$ cat src/rtl/armleocpu_csr_requester.sv
// armleocpu_csr_requester: sequences Zicsr instructions into WRITE/READ/READ_WRITE
// commands, splitting set/clear forms into a READ followed by a WRITE.
module armleocpu_csr_requester #(
    parameter int CMD_WIDTH = 4
) (
    input  logic                 clk,
    input  logic                 rst,
    input  logic                 req_valid,
    output logic                 req_ready,
    input  logic [2:0]           req_funct3,
    input  logic [11:0]          req_address,
    input  logic [4:0]           req_rs1_index,
    input  logic [31:0]          req_rs1_value,
    input  logic [4:0]           req_rd_index,
    output logic [CMD_WIDTH-1:0] csr_cmd,
    output logic [11:0]          csr_address,
    output logic [31:0]          csr_writedata,
    input  logic [31:0]          csr_readdata,
    input  logic                 csr_invalid,
    output logic                 resp_valid,
    output logic                 resp_illegal,
    output logic                 resp_rd_write,
    output logic [4:0]           resp_rd_index,
    output logic [31:0]          resp_rd_data
);
    localparam logic [1:0] IDLE = 2'd0, ISSUE = 2'd1, RMW_WRITE = 2'd2, RESP = 2'd3;
    localparam logic [CMD_WIDTH-1:0] CMD_NONE = 0, CMD_WRITE = 1, CMD_READ = 2, CMD_READ_WRITE = 3;
    logic [1:0] state;
    logic [2:0] funct3;
    logic [11:0] address;
    logic [4:0] rd_index;
    logic [31:0] operand, old_value;
    logic mask_zero, illegal;
    logic is_rw;
    assign is_rw = funct3[1:0] == 2'b01;
    always_ff @(posedge clk) begin
        if (rst) begin
            state <= IDLE;
            funct3 <= '0;
            address <= '0;
            rd_index <= '0;
            operand <= '0;
            old_value <= '0;
            mask_zero <= 1'b0;
            illegal <= 1'b0;
        end else begin
            case (state)
                IDLE: if (req_valid) begin
                    funct3 <= req_funct3;
                    address <= req_address;
                    rd_index <= req_rd_index;
                    operand <= req_funct3[2] ? {27'd0, req_rs1_index} : req_rs1_value;
                    mask_zero <= req_rs1_index == 5'd0;
                    old_value <= '0;
                    illegal <= req_funct3[1:0] == 2'b00;
                    state <= req_funct3[1:0] == 2'b00 ? RESP : ISSUE;
                end
                ISSUE: begin
                    // A plain WRITE (rd == x0) returns nothing, so its readdata is not kept
                    if (csr_invalid) illegal <= 1'b1;
                    else if (!is_rw || rd_index != 5'd0) old_value <= csr_readdata;
                    state <= (csr_invalid || is_rw || mask_zero) ? RESP : RMW_WRITE;
                end
                RMW_WRITE: begin
                    if (csr_invalid) begin
                        illegal <= 1'b1;
                        old_value <= '0;
                    end
                    state <= RESP;
                end
                default: state <= IDLE;
            endcase
        end
    end
    always_comb begin
        csr_cmd = state == ISSUE ? (is_rw ? (rd_index != 5'd0 ? CMD_READ_WRITE : CMD_WRITE) : CMD_READ)
                : state == RMW_WRITE ? CMD_WRITE : CMD_NONE;
        csr_writedata = (state == ISSUE && is_rw) ? operand
                      : state == RMW_WRITE ? (funct3[0] ? old_value & ~operand : old_value | operand)
                      : 32'd0;
    end
    assign req_ready = state == IDLE;
    assign csr_address = address;
    assign resp_valid = state == RESP;
    assign resp_illegal = illegal;
    assign resp_rd_index = rd_index;
    assign resp_rd_data = old_value;
    assign resp_rd_write = resp_valid && !illegal && rd_index != 5'd0;
endmodule

$ cat config.mk
export PLATFORM = sky130hd
export DESIGN_NAME = armleocpu_csr_requester
export DESIGN_NICKNAME = d
export VERILOG_FILES = /design/src/rtl/armleocpu_csr_requester.sv
export SDC_FILE = /design/constraint.sdc
export NUM_CORES = 1
export LEC_CHECK = 0
export ABC_AREA = 1
export CAP_MARGIN = 20
export CELL_PAD_IN_SITES_DETAIL_PLACEMENT = 1
export CELL_PAD_IN_SITES_GLOBAL_PLACEMENT = 1
export CORE_MARGIN = 1.5
export CORE_UTILIZATION = 29
export DETAILED_ROUTE_END_ITERATION = 8
export GPL_ROUTABILITY_DRIVEN = 0
export PLACE_DENSITY = 0.87
export SYNTH_ARGS = -nofsm -noshare
export SYNTH_HDL_FRONTEND = slang
export SYNTH_SLANG_ARGS = --single-unit
export TNS_END_PERCENT = 1
$ cat constraint.sdc
create_clock -name clk -period 1.9 [get_ports clk]
set_input_delay 0.19 -clock clk [delete_from_list [all_inputs] [get_ports clk]]
set_output_delay 0.19 -clock clk [all_outputs]
set_load 0.02 [all_outputs]
# Yosys cells after proc, flatten, opt, wreduce, memory -nomap -nowiden
# Index checks and enable logic that the tools add are counted.
op_classes:
  eq_ne: 9
  mux: 20
  bitwise_logic: 3
  reduce_logical: 18
ops:
  columns: ["op", "count"]
  rows:
  - ["two-way mux 32 bit", 8]
  - ["case mux 32 bit (3 select lines)", 1]
  - ["bitwise AND 32 bit", 1]
  - ["NOT 32 bit", 1]
  - ["OR 32 bit", 1]
  - ["two-way mux 2 bit", 5]
  - ["!= test 2 bit, second input constant", 4]
  - ["case mux 2 bit (3 select lines)", 1]
  - ["logical NOT 5 bit", 1]
  - ["AND reduction 5 bit", 1]
  - ["nonzero test 5 bit", 1]
  - ["== test 2 x 1 -> 1 bit, second input constant", 2]
  - ["== test 2 bit, second input constant", 2]
  - ["logical NOT 2 bit", 2]
  - ["two-way mux 1 bit", 4]
  - ["logical AND 1 bit", 3]
  - ["logical OR 1 bit", 3]
  - ["AND reduction 3 bit", 1]
  - ["nonzero test 3 bit", 1]
  - ["logical NOT 1 bit", 2]
  - ["!= test 2 x 1 -> 1 bit, second input constant", 1]
  - ["case mux 1 bit (2 select lines)", 1]
  - ["AND reduction 2 bit", 1]
  - ["nonzero test 2 bit", 1]
  - ["OR reduction 2 bit", 1]
word_totals:
  regBits: 87
  inputBits: 93
  output_inout_bits: 89
  word_cells: 58

# Depth between registers and ports, before layout
logic_depth:
  ltp_word: 6
  mapped_depth: 11
  mapped_depth_nobuf: 9

# Worst setup path after synthesis
# Ideal clock, no wire load.
synth_timing:
  path_kind: "reg2out"
  startpoint: "register state[1]"
  endpoint: "output port csr_writedata[24]"
  arrival_time_ns: 1.649
  required_ns: 1.710
  path_slack_ns: 0.061
  path_stages_with_launch: 9
  path_buffers: 3
  path_cell_list: "dfxtp_1 inv_1 ha_1 buf_2 nand2_1 buf_2 buf_2 a21oi_1 a21oi_1"
synth_between:
  elab_chain_len: 3
  word_cells_on_any_way: 5
  cone_classes: "eq/ne (2); mux (2); reduce/logical (1)"
synth_rtl:
  columns: ["element", "line_no", "source"]
  rows:
  - ["from (decl)", "28", "logic [1:0] state;"]
  - ["from (signal assigned)", "56", "state <= req_funct3[1:0] == 2'b00 ? RESP : ISSUE;"]
  - ["from (signal assigned)", "62", "state <= (csr_invalid || is_rw || mask_zero) ? RESP : RMW_WRITE;"]
  - ["== test 2 bit or == test 2 x 1 -> 1 bit (tied branches)", "79, 78", null]
  - ["two-way mux 32 bit or logical AND 1 bit (tied branches)", "79, 78", null]
  - ["two-way mux 32 bit *", "78", "csr_writedata = (state == ISSUE && is_rw) ? operand"]
  - ["to (decl)", "17", "output logic [31:0] csr_writedata,"]
# Every way passes the cells marked *; elsewhere a longest branch is shown, timed or not.

# Final worst setup path
layout_timing:
  startpoint: "register state[1]"
  endpoint: "output port csr_writedata[30]"
# The elaborated chain is that of the path after synthesis.

==> run_results.csv <==
group,metric,value,unit
cells_and_area,drive_above_1_share,12.2,%
clocking,worstSkewPairLatency,340,ps
worst_setup_path,crit_start,"state[1]$_SDFFE_PP0P_",
clocking,clockBufferDepth,2,
cells_and_area,fin_util,46.4,%
floorplanning,die_w,127,um
global_routing,grt.met1_usage,24.9,%
cells_and_area,area_growth,54.0,%
worst_setup_path,r2r-start,"state[1]$_SDFFE_PP0P_",
place,post-place-ws,-56.5,ps
detailed_routing,drt_pass1_iterations,4,
cells_and_area,fin_area,0.00681,mm^2
sta,setup_viol,0,
detailed_routing,viasPerCell,4.79,
power_and_ir_drop,power,10.5,mW
worst_setup_path,critPathMaxStageDelay,360,ps
synthesis,yosys.area.top_type,"dfxtp_1",
sta,fin_crit,1850,ps
worst_setup_path,startpoint_type,"flop",
floorplanning,core,0.0147,mm^2
clocking,clock-sinks,87,
clocking,tritoncts,"done",
synthesis,synth_cell_types,27,
worst_setup_path,cp_slowest_cell,"dfxtp_1",
hold_path,hp-class,"in2reg",
place,dpl-instance-area,0.00653,mm^2
detailed_routing,drtIter0Drc,188,
floorplanning,start_util,30.1,%
global_routing,grt_pass1_vias,5128,
sta,fin_crit_sh,97.4,%
global_routing,grt_pass1_wl,25.8,mm
power_and_ir_drop,power.leakage,3.01,nW
synthesis,ys_seq_area_share,39.4,%
sta,fin_worst_skew,7.13,ps
clocking,clockRootBuffer,"clkbuf_16",
detailed_routing,final_antenna_net_count,0,
global_routing,overflow,0,
place,dp_hpwl,11.5,mm
sta,worst_slack,48.7,ps
hold_path,whs_path_depth,3,
global_routing,met3_usage,3.96,%
status,status,"finished clean",
clocking,path_clk_slew,70,ps
global_routing,antenna_found_initial,0,
worst_setup_path,criticalPathCategory,"reg2out",
sta,whs,426,ps
clocking,cts_max_level,3,
worst_setup_path,cp_data_arrival_time,1660,ps
worst_setup_path,end_kind,"output pin",
sta,slew_violations,0,
floorplanning,dieArea,0.0160,mm^2
synthesis,synth.avg_cell_area,6.28,um^2
synthesis,ys_ff_latch,87,
place,portBuffers,179,
worst_setup_path,r2r_cells,11,
detailed_routing,vias,5101,
clocking,cts_inserted_buffers,9,
power_and_ir_drop,power_density,1530,mW/mm^2
synthesis,synth_area_leaders,"dfxtp_1, nand2_1, a21oi_1, nor2_1, inv_1",
synthesis,synth_top_area_share,39.4,%
hold_path,hp-start,"req_rs1_value[18]",
global_routing,grt_max_degree,55,
worst_setup_path,crit_path_frequent_cell,"a21oi_1",
global_routing,track_usage,20.3,%
detailed_routing,drcViolationCount,0,
synthesis,syn_inst,705,
cells_and_area,nets,975,
floorplanning,num_rows,44,
synthesis,syn_area,0.00443,mm^2
floorplanning,ios,182,
global_routing,use_met2,35.0,%
synthesis,yosysWarnings,0,
sta,grt_setup_unrepaired,"true",
power_and_ir_drop,ir_drop,702,uV
worst_setup_path,crit_path_cell_trace,"inv_2 -> ha_4 -> nand2_8 -> buf_12 -> a21oi_1 -> a21oi_1 -> buf_2",
cells_and_area,num_antenna_cells,0,
cells_and_area,final_cell_count_no_fill,1066,
worst_setup_path,cp_max_fo,15,
worst_setup_path,required,1710,ps
global_routing,top_usage_layer,"met2",
floorplanning,die_y,127,um
detailed_routing,wl_per_cell,15.8,um
sta,hold_viol,0,
detailed_routing,drt-total-wl,16.9,mm
run,drv_cap,0,
sta,fmax,0.540,GHz
place,dp_cells,1046,
sta,tns,0,ps
==> report_power, final <==
part / switching, mW / internal [mW] / leakage (nW) / total (mW)
combinational: 3.54 / 2.44 / 2.15 / 5.99
sequential: 0.363 / 2.30 / 0.716 / 2.66
clock: 0.755 / 1.05 / 0.141 / 1.80
==> what timing repair did <==
| item | in CTS | in global routing |
|---|---|---|
| hold buffers | 0 | 0 |
| setup buffers | 0 | 2 |
| hold endpoints to repair | 0 | 0 |
| resized for setup | 142 | 18 |
| pin swaps | 0 | 1 |
| gates cloned | 0 | 3 |
| endpoints found under the setup margin | 54 | 64 |
==> cells in the mapped netlist <==
| master | instances |
|---|---|
| a21boi_0 | 1 |
| a21oi_1 | 98 |
| and2_1 | 1 |
| buf_2 | 22 |
| buf_4 | 2 |
| clkbuf_1 | 27 |
| clkinv_1 | 1 |
| conb_1 | 1 |
| dfxtp_1 | 87 |
| ha_1 | 4 |
| inv_1 | 71 |
| inv_2 | 12 |
| nand2_1 | 206 |
| nand3_1 | 32 |
| nand3_2 | 2 |
| nand4_1 | 14 |
| nor2_1 | 86 |
| nor2_2 | 1 |
| nor2_4 | 1 |
| nor3_1 | 1 |
| nor3_2 | 1 |
| o211ai_1 | 5 |
| o21ai_0 | 25 |
| o21ai_1 | 1 |
| o21bai_1 | 1 |
| o22ai_1 | 1 |
| or3_1 | 1 |
==> placed cells by master, fill, tap and decap left out, types with 2 or more instances in the layout <==
cell and count:
nor2_4 2, inv_2 14, clkdlybuf4s15_2 2, buf_4 24
clkinvlp_4 2, buf_8 2, nand4_1 14, ha_4 2
o21ai_0 24, nand2_1 203, buf_6 2, nand2_2 2
o211ai_1 5, clkdlybuf4s50_1 143, nand3_2 2, ha_1 2
inv_1 70, nor2_1 86, o21ai_1 2, conb_1 2
buf_12 7, nand3_1 32, clkbuf_16 11, dfxtp_1 86
buf_2 29, a21oi_1 98
==> path summary, 6_finish.rpt <==
kind | endpoint | slack (ps)
max | csr_writedata[30] | 50
min | operand[18]$_SDFFE_PP0P_ | 430
max reg2reg | resp_rd_data[22]$_SDFFE_PP0P_ | 80
min reg2reg | resp_rd_index[0]$_SDFFE_PP0P_ | 480
==> worst max-delay path: cells and delay by family, from the launching register on <==
kind | cells | cell delay [ps]
buffers and inverters | 3 | 420
DFF | 1 | 360
AOI/OAI and AO/OA | 2 | 230
adders and majority gates | 1 | 190
and+or+nand+nor | 1 | 120
==> flip-flops by register name (all words and copies together), names as in the netlist <==
name,count
funct3,2
state,2
resp_rd_index,5
resp_rd_data,32
resp_illegal,1
csr_address,12
operand,32
mask_zero,1
==> final cells by class <==
cell class | instances | area (um^2)
inverters | 84 | 315
repair buffers | 212 | 2030
clock inverters | 5 | 58.8
flip-flops and latches | 87 | 1740
clock buffers | 10 | 239
well taps | 184 | 230
fillers | 1886 | 7890
multi-input cells | 484 | 2200
==> metal layers <==
metal  part of all wire [%]  vias up
li1                       -     2547
met1                     45     2398
met2                     48      131
met3                    4.5       25
met4                    2.2        0
met5                      0        -
==> cell families after synthesis <==
group | after synthesis | synth area share, %
compound gates | 132 | 15.4
simple gates | 346 | 31.8
flops | 87 | 39.4
buf+inv | 135 | 12.2
other cells | 1 | 0.0847
fa+ha+maj | 4 | 1.13
Power figures use the tool's default switching activity.
